## config.mk

```make
export PLATFORM = sky130hd
export DESIGN_NAME = mem_access_stage
export DESIGN_NICKNAME = d
export VERILOG_FILES = /design/src/rtl/mem_pkg.sv /design/src/rtl/mem_timeout_ctr.sv /design/src/rtl/mem_access_stage.sv
export SDC_FILE = /design/constraint.sdc
export NUM_CORES = 1
export LEC_CHECK = 0
export CAP_MARGIN = 20
export CORE_MARGIN = 4
export CORE_UTILIZATION = 42
export CTS_BUF_LIST = sky130_fd_sc_hd__clkbuf_8
export DETAILED_ROUTE_END_ITERATION = 16
export PLACE_DENSITY = 0.84
export SLEW_MARGIN = 20
export SYNTH_ARGS = -nofsm -noshare
export SYNTH_HDL_FRONTEND = slang
export SYNTH_HIERARCHICAL = 1
export SYNTH_SLANG_ARGS = --single-unit
```

## constraint.sdc

```tcl
create_clock -name clk -period 2.3 [get_ports clk]
set_input_delay 0.46 -clock clk [delete_from_list [all_inputs] [get_ports clk]]
set_output_delay 0.46 -clock clk [all_outputs]
set_load 0.01 [all_outputs]
```

## src/rtl/mem_pkg.sv

```systemverilog
// Shared constants for the MEM stage: FSM encoding, M-control bit positions, WB bubble.
package mem_pkg;

   localparam logic [1:0] ST_IDLE = 2'd0;
   localparam logic [1:0] ST_BUSY = 2'd1;
   localparam logic [1:0] ST_DONE = 2'd2;

   localparam int M_READ  = 1;
   localparam int M_WRITE = 0;

   localparam logic [1:0] WB_BUBBLE = 2'b00;

   function automatic logic word_aligned(input logic [1:0] lsb);
      return (lsb == 2'b00);
   endfunction

endpackage

```

## src/rtl/mem_timeout_ctr.sv

```systemverilog
// Counts BUSY cycles of one memory access; expire marks the last cycle allowed to wait for ack.
module mem_timeout_ctr #(
   parameter int TIMEOUT = 16
) (
   input  logic clk,
   input  logic rst,
   input  logic clear,
   input  logic count,
   output logic expire
);

   localparam int CW = (TIMEOUT > 2) ? $clog2(TIMEOUT) : 1;

   logic [CW-1:0] cnt;

   always_ff @(posedge clk) begin
      if (rst || clear) begin
         cnt <= '0;
      end else if (count) begin
         cnt <= cnt + 1'b1;
      end
   end

   assign expire = count && (cnt == CW'(TIMEOUT - 1));

endmodule

```

## src/rtl/mem_access_stage.sv

```systemverilog
// MEM pipeline stage: runs loads/stores over a req/ack data-memory port, stalling upstream
// and bubbling MEM/WB until the access completes, times out, or is rejected as misaligned.
//
// state | meaning
// IDLE  | no access in flight; non-memory instructions pass straight through
// BUSY  | mem_req held, waiting for mem_ack or timeout
// DONE  | access finished; EX/MEM advances, result presented to MEM/WB
module mem_access_stage
   import mem_pkg::*;
#(
   parameter int DATA_W  = 32,
   parameter int ADDR_W  = 32,
   parameter int REG_W   = 5,
   parameter int TIMEOUT = 16
) (
   input  logic              clk,
   input  logic              rst,
   input  logic [1:0]        M_in,
   input  logic [1:0]        WB_in,
   input  logic [DATA_W-1:0] ALUResult_in,
   input  logic [DATA_W-1:0] WriteData_in,
   input  logic [REG_W-1:0]  WriteReg_in,
   output logic              mem_req,
   output logic              mem_we,
   output logic [ADDR_W-1:0] mem_addr,
   output logic [DATA_W-1:0] mem_wdata,
   input  logic [DATA_W-1:0] mem_rdata,
   input  logic              mem_ack,
   output logic              stall,
   output logic [1:0]        WB_out,
   output logic [DATA_W-1:0] ReadData_out,
   output logic [DATA_W-1:0] ALUResult_out,
   output logic [REG_W-1:0]  WriteReg_out,
   output logic              mem_err
);

   logic [1:0]        state;
   logic [DATA_W-1:0] rdata_q;
   logic              squash_q;
   logic              access;
   logic              aligned;
   logic              busy_entry;
   logic              expire;

   assign access     = M_in[M_READ] | M_in[M_WRITE];
   assign aligned    = word_aligned(ALUResult_in[1:0]);
   assign busy_entry = (state == ST_IDLE) && access && aligned;

   mem_timeout_ctr #(
      .TIMEOUT (TIMEOUT)
   ) u_timeout (
      .clk    (clk),
      .rst    (rst),
      .clear  (busy_entry),
      .count  (state == ST_BUSY),
      .expire (expire)
   );

   always_ff @(posedge clk) begin
      if (rst) begin
         state     <= ST_IDLE;
         mem_req   <= 1'b0;
         mem_we    <= 1'b0;
         mem_addr  <= '0;
         mem_wdata <= '0;
         rdata_q   <= '0;
         squash_q  <= 1'b0;
         mem_err   <= 1'b0;
      end else begin
         case (state)
            ST_IDLE: begin
               if (access) begin
                  rdata_q  <= '0;
                  squash_q <= !aligned;
                  // Conflicting read+write: the write is performed but flagged.
                  if (M_in[M_READ] && M_in[M_WRITE]) begin
                     mem_err <= 1'b1;
                  end
                  if (aligned) begin
                     mem_req   <= 1'b1;
                     mem_we    <= M_in[M_WRITE];
                     mem_addr  <= {ALUResult_in[ADDR_W-1:2], 2'b00};
                     mem_wdata <= WriteData_in;
                     state     <= ST_BUSY;
                  end else begin
                     mem_err <= 1'b1;
                     state   <= ST_DONE;
                  end
               end
            end
            ST_BUSY: begin
               if (mem_ack) begin
                  mem_req <= 1'b0;
                  rdata_q <= mem_we ? '0 : mem_rdata;
                  state   <= ST_DONE;
               end else if (expire) begin
                  mem_req  <= 1'b0;
                  rdata_q  <= '0;
                  squash_q <= 1'b1;
                  mem_err  <= 1'b1;
                  state    <= ST_DONE;
               end
            end
            ST_DONE: begin
               squash_q <= 1'b0;
               state    <= ST_IDLE;
            end
            default: begin
               state <= ST_IDLE;
            end
         endcase
      end
   end

   assign stall = ((state == ST_IDLE) && access) || (state == ST_BUSY);

   always_comb begin
      WB_out = WB_in;
      if (stall || ((state == ST_DONE) && squash_q)) begin
         WB_out = WB_BUBBLE;
      end
   end

   assign ReadData_out  = (state == ST_DONE) ? rdata_q : '0;
   assign ALUResult_out = ALUResult_in;
   assign WriteReg_out  = WriteReg_in;

endmodule

```

---- Yosys cells after proc, flatten, opt, wreduce, memory -nomap -nowiden ----
Cells that the tools add are included.
operators by class
  add/subtract/negate cells ............... 1
  equality and inequality tests ........... 9
  reduce and logical (&&, ||, !) cells .... 19
  bitwise logic cells ..................... 1
  multiplexer cells ....................... 25
operator list
  kind                                                    count
  two-way mux 32 bit                                      5
  one-hot mux 32 bit (2 select lines)                     1
  two-way mux 1 bit                                       10
  two-way mux 2 bit                                       5
  inequality test 2 bit (second input constant)           4
  AND reduction 4 bit                                     2
  AND reduction 3 bit                                     2
  logical AND 1 bit                                       5
  AND reduction 5 bit                                     1
  adder 4 x 1 -> 4 bit (second input constant)            1
  equality test 4 bit (second input constant)             1
  zero test 2 bit                                         2
  one-hot mux 1 bit (2 select lines)                      2
  one-hot mux 2 bit (2 select lines)                      1
  logical OR 1 bit                                        3
  inequality test 3 x 2 -> 1 bit (second input constant)  1
  inequality test 3 bit (second input constant)           1
  one-hot mux 1 bit (3 select lines)                      1
  nonzero test 3 bit                                      1
  equality test 2 x 1 -> 1 bit (second input constant)    1
  equality test 2 bit (second input constant)             1
  AND reduction 2 bit                                     1
  nonzero test 2 bit                                      1
  zero test 1 bit                                         1
  bitwise OR 1 bit                                        1
storage, ports and cells
  output and inout bits ................... 139
  register bits after elaboration ......... 104
  input port bits ......................... 108
  logic and storage cells ................. 64

---- Longest topological paths before layout ----
Gate-level depths: netlist of the first run.
  depth after elaboration ................. 5
  depth in mapped cells ................... 8
  mapped depth without buffers ............ 6

---- By module ----
The synthesis of the first run kept the hierarchy.
by module, submodules not included
  module            area an instance (µm²)  times used  cells an instance  seq. area each (µm²)
  mem_access_stage  4734.5                  1           550                2001.9
  mem_timeout_ctr   186.4                   1           17                 80.1

---- Worst setup path after synthesis of the first run ----
OpenSTA, ideal clock, no wires.
  kind .................................... reg-to-reg
  from .................................... register state[0]
  to ...................................... register u_timeout.cnt[3]
  library setup time ...................... 0.123 ns
  buffers on the path ..................... 2
  arrival time ............................ 1.815 ns
  stages on the path, launching flop included .. 9
  clock period less this slack ............ 1.939 ns
  required time ........................... 2.177 ns
  slack ................................... 0.361 ns
  cells stage by stage .................... dfxtp_1 -> inv_1 -> ha_1 -> or3b_1 -> buf_4 -> buf_6 -> nor2_1 -> nor3b_1 -> mux2_1
between the ends
  cells in the longest elaborated chain, start to end .. 4
  elaborated cells on any way between the ends .. 5
  those cells by class .................... eq/ne: 1; reduce/logical: 4
ends and longest elaborated chain
  item                             line                    source
  start: declaration               mem_access_stage.sv:37  logic [1:0] state;
  start signal: assignment         mem_access_stage.sv:61  state <= ST_IDLE;
  start signal: assignment         mem_access_stage.sv:84  state <= ST_BUSY;
  start signal: assignment         mem_access_stage.sv:87  state <= ST_DONE;
  zero test 2 bit                  mem_access_stage.sv:47  assign busy_entry = (state == ST_IDLE) && access && aligned;
  logical AND 1 bit (2 in series)  mem_access_stage.sv:47
  via busy_entry                   mem_access_stage.sv:42  logic busy_entry;
  logical OR 1 bit                 mem_timeout_ctr.sv:17   if (rst || clear) begin
  end signal: assignment           mem_timeout_ctr.sv:20   cnt <= cnt + 1'b1;
  end: declaration                 mem_timeout_ctr.sv:14   logic [CW-1:0] cnt;
The timed path passes the listed nets, and every way through them passes these cells.
A chain may end at the register's enable or synchronous reset.

---- Worst setup path after layout of the first run ----
  from .................................... input M_in[0]
  to ...................................... output WB_out[1]
between the ends
  cells in the longest elaborated chain, start to end .. 5
ends and longest elaborated chain
  item                line                     source
  start: declaration  mem_access_stage.sv:18   input logic [1:0] M_in,
  bitwise OR 1 bit    mem_access_stage.sv:45   assign access = M_in[M_READ] | M_in[M_WRITE];
  logical AND 1 bit   mem_access_stage.sv:115  assign stall = ((state == ST_IDLE) && access) || (state == ST_BUSY);
  logical OR 1 bit    mem_access_stage.sv:115
  logical OR 1 bit    mem_access_stage.sv:119  if (stall || ((state == ST_DONE) && squash_q)) begin
  two-way mux 2 bit   mem_access_stage.sv:119
  end: declaration    mem_access_stage.sv:30   output logic [1:0] WB_out,
No other way between the ends.

==> metrics.yaml, run 1 <==
synth_top_flop_cell: "dfxtp_1"
cts_buffers: 9
nNetsFinal: 860
drc_errors: 0
synthTopCellsByCount: "dfxtp_1, a21oi_1, nand3_1"
worstSetupPathType: "in -> out"
clk_pin_slew_ns: 0.09
crit_required_ns: 1.84
worst_pin_slew_ns: 0.678
path_max_fanout: 3
fin_area_um2: 7320
die_x_um: 116
totalWireLength_um: 14800
synthTopCellsByArea: "dfxtp_1, buf_4, mux2i_1"
cts_root_buffer: "clkbuf_8"
grt_pass1_wl_um: 22800
synth.most_common_cell: "dfxtp_1"
ys_ff_latch: 104
areaGrowthSynthToFinish_pct: 48.7
leakagePower_nw: 3.00
dr.pass1.iters: 4
reg2reg_from: "state[1]$_SDFFE_PP0P_"
dieArea_um2: 13500
grtUsageTotal_pct: 20.8
die-height_um: 116
ios: 247
fin_tns_setup_ns: 0
layout_worst_path_cycle_share_pct: 97.6
rows: 39
ant_nets: 0
crit_path_start: "M_in[0]"
gr-total-overflow: 0
async_reset_ff_share_pct: 0
synth.distinct_cells: 42
synth_edf_count: 0
worst_clock_skew_ns: 0.0110
initial_core_util_pct: 42.9
post_dp_cell_area_um2: 7040
power_density_nw_per_um2: 542
routed_via_density: 5.21
cts.sinks: 104
core_area_um2: 11500
finalHoldViolCount: 0
r2r_cells: 8
syn_avg_cell_area_um2: 8.68
vias: 4664
r2r-end: "rdata_q[31]$_SDFFE_PP0P_"
arrival_ns: 1.78
cts_setup_buffers: 0
relSlewSlack_pct: 54.8
fillCellCount: 931
startpoint_type: "input pin"
ff2ff_setup_slack_ns: 0.14
hp-class: "reg -> reg"
wl_per_cell_um: 16.5
syn-cell-area_um2: 4920
min_period_ns: 2.24
grt_max_degree: 64
cts-htree-levels: 3
crit_path_end: "WB_out[1]"
ir_drop_mv: 0.314
gp_congestion: 0.812
dp.final_hpwl_um: 10900
clock_latency_ns: 0.36
hold_slack_ns: 0.475
finalMaxSlewViolations: 0
syn_inst: 567
synth_top_cell_area_share_pct: 42.3
end_kind: "output port"
ctsLongestPathBuffers: 2
drive_above_1_share_pct: 7.71
synth_warnings: 6
drv_cap: 0
status: "finished, final reports clean"
setup_viol: 0
ys_seq_area_share_pct: 42.3
cts_tree: "done"
fmax_ghz: 0.446
grt_pass1_vias: 4704
port_buffers: 234
diodes: 0
antenna_found_initial: 0
drt-initial-drc-count: 354
synth_top_area_cell: "dfxtp_1"
total_power_w: 0.00396
==> worst min-delay path by stage <==
stage,startpoint,to,slack [ns],cells past startpoint
finish,rdata_q[30]$_SDFFE_PP0P_,rdata_q[30]$_SDFFE_PP0P_,0.48,2
global route,rst,state[0]$_SDFFE_PP0P_,0.49,2
CTS,rst,state[0]$_SDFFE_PP0P_,0.46,2
detailed placement,rdata_q[0]$_SDFFE_PP0P_,rdata_q[0]$_SDFFE_PP0P_,0.46,2
global placement,rdata_q[9]$_SDFFE_PP0P_,rdata_q[9]$_SDFFE_PP0P_,0.45,2
floorplan,rdata_q[24]$_SDFFE_PP0P_,rdata_q[24]$_SDFFE_PP0P_,0.44,2
==> logic make-up after synthesis <==
| group | count (synthesis) | synth area share [%] |
|---|---|---|
| AND/OR/NAND/NOR | 188 | 21.4 |
| AO/OA/AOI/OAI | 140 | 14.9 |
| flip-flops | 104 | 42.3 |
| buffers and inverters | 93 | 12.7 |
| multiplexers | 35 | 7.14 |
| adder cells (fa/ha/maj) | 5 | 1.27 |
| other | 1 | 0.0762 |
| XOR/XNOR | 1 | 0.178 |
==> repair_timing <==
action	in CTS	in global routing
setup endpoints to repair	35	17
resized for setup	26	19
endpoints found under the hold margin	0	0
hold buffers	0	0
pin swaps	1	1
gates cloned	1	0
==> power breakdown <==
| group | switching (W) | internal [W] | total, W |
|---|---|---|---|
| logic | 0.000410 | 0.000488 | 0.000898 |
| clock network | 0.000603 | 0.000559 | 0.00116 |
| registers | 0.0000353 | 0.00187 | 0.00190 |
==> cell usage in the layout (no fill, tap or decap), drive strengths merged, types with 3 or more instances in the layout <==
master / count
clkdlybuf4s50: 200
dfxtp: 104
a21oi: 66
o21ai: 65
nand3: 63
nand2: 35
nand2b: 35
mux2i: 34
and2: 32
buf: 23
dlymetal6s2s: 17
dlygate4sd2: 15
clkbuf: 11
inv: 5
nor3: 5
ha: 5
nor3b: 4
or3b: 3
nor2: 3
==> per-layer routing <==
layer	global-route usage (%)	share of wire, %	up-vias
li1	-	-	2255
met1	23.8	38	2165
met2	36.9	50	217
met3	5.85	9.8	27
met4	7.42	2.3	0
met5	0	0	-
==> metrics by stage <==
| step | utilization, % | setup WS, ns | std cells |
|---|---|---|---|
| after floorplan | - | 0.361 | 568 |
| after global placement | 61.4 | -0.408 | 878 |
| after detailed placement | 61.4 | -0.436 | 878 |
| after CTS | 63.4 | 0.00251 | 895 |
| after global routing | 63.8 | -0.000644 | 895 |
| final | 63.8 | 0.0561 | 895 |
==> sequential cells by signal, summed over array words and instances (netlist names) <==
signal,flops
u_timeout/cnt,4
mem_wdata,32
mem_addr,30
mem_we,1
rdata_q,32
state,2
squash_q,1
mem_req,1
mem_err,1
==> final cells by class <==
cell class	count	area, um2	area share (%)
well taps	143	179	2.45
repair buffers	256	2570	35.1
clock inverters	5	55.1	0.752
flip-flops and latches	104	2080	28.5
inverters	5	18.8	0.256
clock buffers	11	151	2.07
multi-input cells	371	2260	30.8
==> worst max-delay path: stages <==
cell	delay, ns
clkdlybuf4s50_1	0.42
or2_4	0.28
a21oi_4	0.19
and3_1	0.17
dlygate4sd2_1	0.26
Power figures use the tool's default switching activity.
==> run 2, diff against run 1 <==
CORE_UTILIZATION = 38   (was 42)
GPL_ROUTABILITY_DRIVEN = 0   (was unset)
PLACE_DENSITY = 0.8   (was 0.84)
SLEW_MARGIN = 25   (was 20)
clock period = 1.9 ns   (was 2.3 ns; I/O delays follow)
==> metrics.yaml, run 2 (synthesis results as in run 1) <==
status: "finished, violations left"
failed_checks: "negative setup slack"
rsz0062_at_grt: "yes"
worstSetupPathType: "reg -> out"
dr.pass1.iters: 5  # +1
ff2ff_setup_slack_ns: 0.06  # -0.08 ns
hold_end: "mem_wdata[26]$_SDFFE_PP0P_"
crit_required_ns: 1.52  # -0.32 ns
cts_buffers: 9  # unchanged
register_area_um2: 2090  # +0.12%
fin_tns_setup_ns: -0.111  # -0.111 ns
startpoint_type: "flop"
drt-initial-drc-count: 297  # -16%
die_x_um: 122  # +4.8%
wl_per_cell_um: 17.6  # +6.5%
power_density_nw_per_um2: 644  # +19%
multi_input_area_um2: 2360  # +4.6%
relSlewSlack_pct: 54.4  # -0.41 points
setup_viol: 17  # +17
cts_root_buffer: "clkbuf_8"
r2r-end: "u_timeout/cnt[3]$_SDFFE_PP0P_"
final_cell_mix: "clkdlybuf4s50_1, dfxtp_1, a21oi_1, nand3_1, o21ai_1"
fillCellCount: 1094  # +18%
dieArea_um2: 14800  # +9.8%
finalWorstSetupSlack_ns: -0.0106  # -0.0667 ns
cp_cell_sequence: "inv_4, buf_6, ha_4, clkbuf_16, and2_4, buf_6"
finalHoldViolCount: 0  # unchanged
dp.final_hpwl_um: 11100  # +2.3%
vias: 4789  # +2.7%
cts.sinks: 104  # unchanged
leakagePower_nw: 2.88  # -4.0%
finalMaxSlewViolations: 0  # unchanged
ir_drop_mv: 0.341  # +8.6%
drv_cap: 0  # unchanged
totalWireLength_um: 16400  # +11%
end_kind: "output port"
clock_latency_ns: 0.37  # about the same
routed_via_density: 5.12  # -1.7%
holdPathStages: 2  # unchanged
gr-total-overflow: 0  # unchanged
cp_common_cell: "buf_6"
grt_pass1_wl_um: 24400  # +7.2%
r2r_cells: 7  # -1
clk_pin_slew_ns: 0.09  # about the same
path_max_fanout: 8  # +5
antenna_found_initial: 0  # unchanged
final_common_cell: "clkdlybuf4s50_1"
cts_tree: "done"
nNetsFinal: 871  # +1.3%
ios: 247  # unchanged
worstHoldStart: "rst"
drc_errors: 0  # unchanged
areaGrowthSynthToFinish_pct: 56.6
core_area_um2: 12700  # +10%
hp-class: "in -> reg"
initial_core_util_pct: 38.8  # -4.1 points
ctsLongestPathBuffers: 2  # unchanged
worst_pin_slew_ns: 0.684  # +0.00613 ns
reg_top3: "mem_wdata: 32 flops, rdata_q: 32 flops, mem_addr: 30 flops"
diodes: 0  # unchanged
grt_max_degree: 64  # unchanged
fmax_ghz: 0.523
layout_worst_path_cycle_share_pct: 101
ant_nets: 0  # unchanged
arrival_ns: 1.53  # -0.25 ns
grt_pass1_vias: 4741  # +0.79%
dp_worst_setup_slack_ns: -0.605  # -0.169 ns
worst_clock_skew_ns: 0.00873  # -0.00231 ns
cts-htree-levels: 3  # unchanged
cpMaxStageDelayCell: "dfxtp_4"
port_buffers: 234  # unchanged
drive_above_1_share_pct: 18.3  # +11 points
reg2reg_from: "state[0]$_SDFFE_PP0P_"
die-height_um: 122  # +4.8%
min_period_ns: 1.91
grtUsageTotal_pct: 20.6  # -0.21 points
rows: 41  # +5.1%
cts_hold_buffers: 0  # unchanged
slowest_delay_ns: 0.39  # -0.03 ns
run 2: power by group:
part	leakage (nW)	total (W)	internal, W	switching, W
logic	1.93	0.00126	0.000698	0.000559
registers	0.845	0.00230	0.00226	0.0000437
clock network	0.112	0.00141	0.000669	0.000737
total	2.88	0.00496	0.00363	0.00134
run 2: layout make-up:
| type | instances | area share, % |
|---|---|---|
| timing repair buffer | 267 | 36.6 |
| multi-input combinational | 371 | 30.6 |
| sequential | 104 | 27.1 |
| tap | 172 | 2.79 |
| clock buffer | 11 | 1.96 |
| clock inverter | 5 | 0.617 |
| inverter | 5 | 0.276 |
run 2: worst max path at each step:
stage / to / depth (start not counted) / slack [ns] / startpoint
final: ReadData_out[11] / 6 / -0.01 / state[0]$_SDFFE_PP0P_
after floorplan: u_timeout/cnt[3]$_SDFFE_PP0P_ / 8 / 0.04 / state[0]$_SDFFE_PP0P_
after global routing: ReadData_out[11] / 6 / -0.07 / state[0]$_SDFFE_PP0P_
after CTS: ReadData_out[23] / 6 / -0.05 / state[0]$_SDFFE_PP0P_
after global placement: WB_out[0] / 6 / -0.62 / M_in[0]
after detailed placement: WB_out[0] / 6 / -0.60 / M_in[0]
run 2: critical path, delay by kind of cell, from the launching register on:
family | cells | cell delay, ns
adders and majority gates | 1 | 0.20
buffers and inverters | 4 | 0.44
DFF | 1 | 0.39
and+or+nand+nor | 1 | 0.14
run 2: repair_timing:
item | CTS | global route
cloned | 2 | 3
buffers inserted | 1 | 3
setup endpoints to repair | 90 | 78
gates resized for setup | 191 | 44
hold endpoints to repair | 0 | 0
pin swaps | 5 | 29
run 2: stage by stage:
stage	power (W)	util [%]	instances	hold slack [ns]	area, um2
3_5_place_dp	0.00345	56.4	910	0.463	7140
4_1_cts	0.00495	58.7	929	0.348	7430
6_report	0.00496	60.8	935	0.378	7700
3_3_place_gp	0.00342	56.4	910	0.454	7140
5_1_grt	0.00519	60.8	935	0.372	7700
2_1_floorplan	0.00293	-	568	0.444	4930
run 2: per-layer routing:
metal | wire (um) | vias to the layer above | GRT usage (%) | share of wire, %
met3 | 1020 | 47 | 3.57 | 6.2
met4 | 679 | 0 | 10.8 | 4.1
met1 | 6270 | 2240 | 23.7 | 38
met2 | 8480 | 201 | 36.4 | 52
met5 | 0 | - | 0 | 0
li1 | - | 2301 | - | -
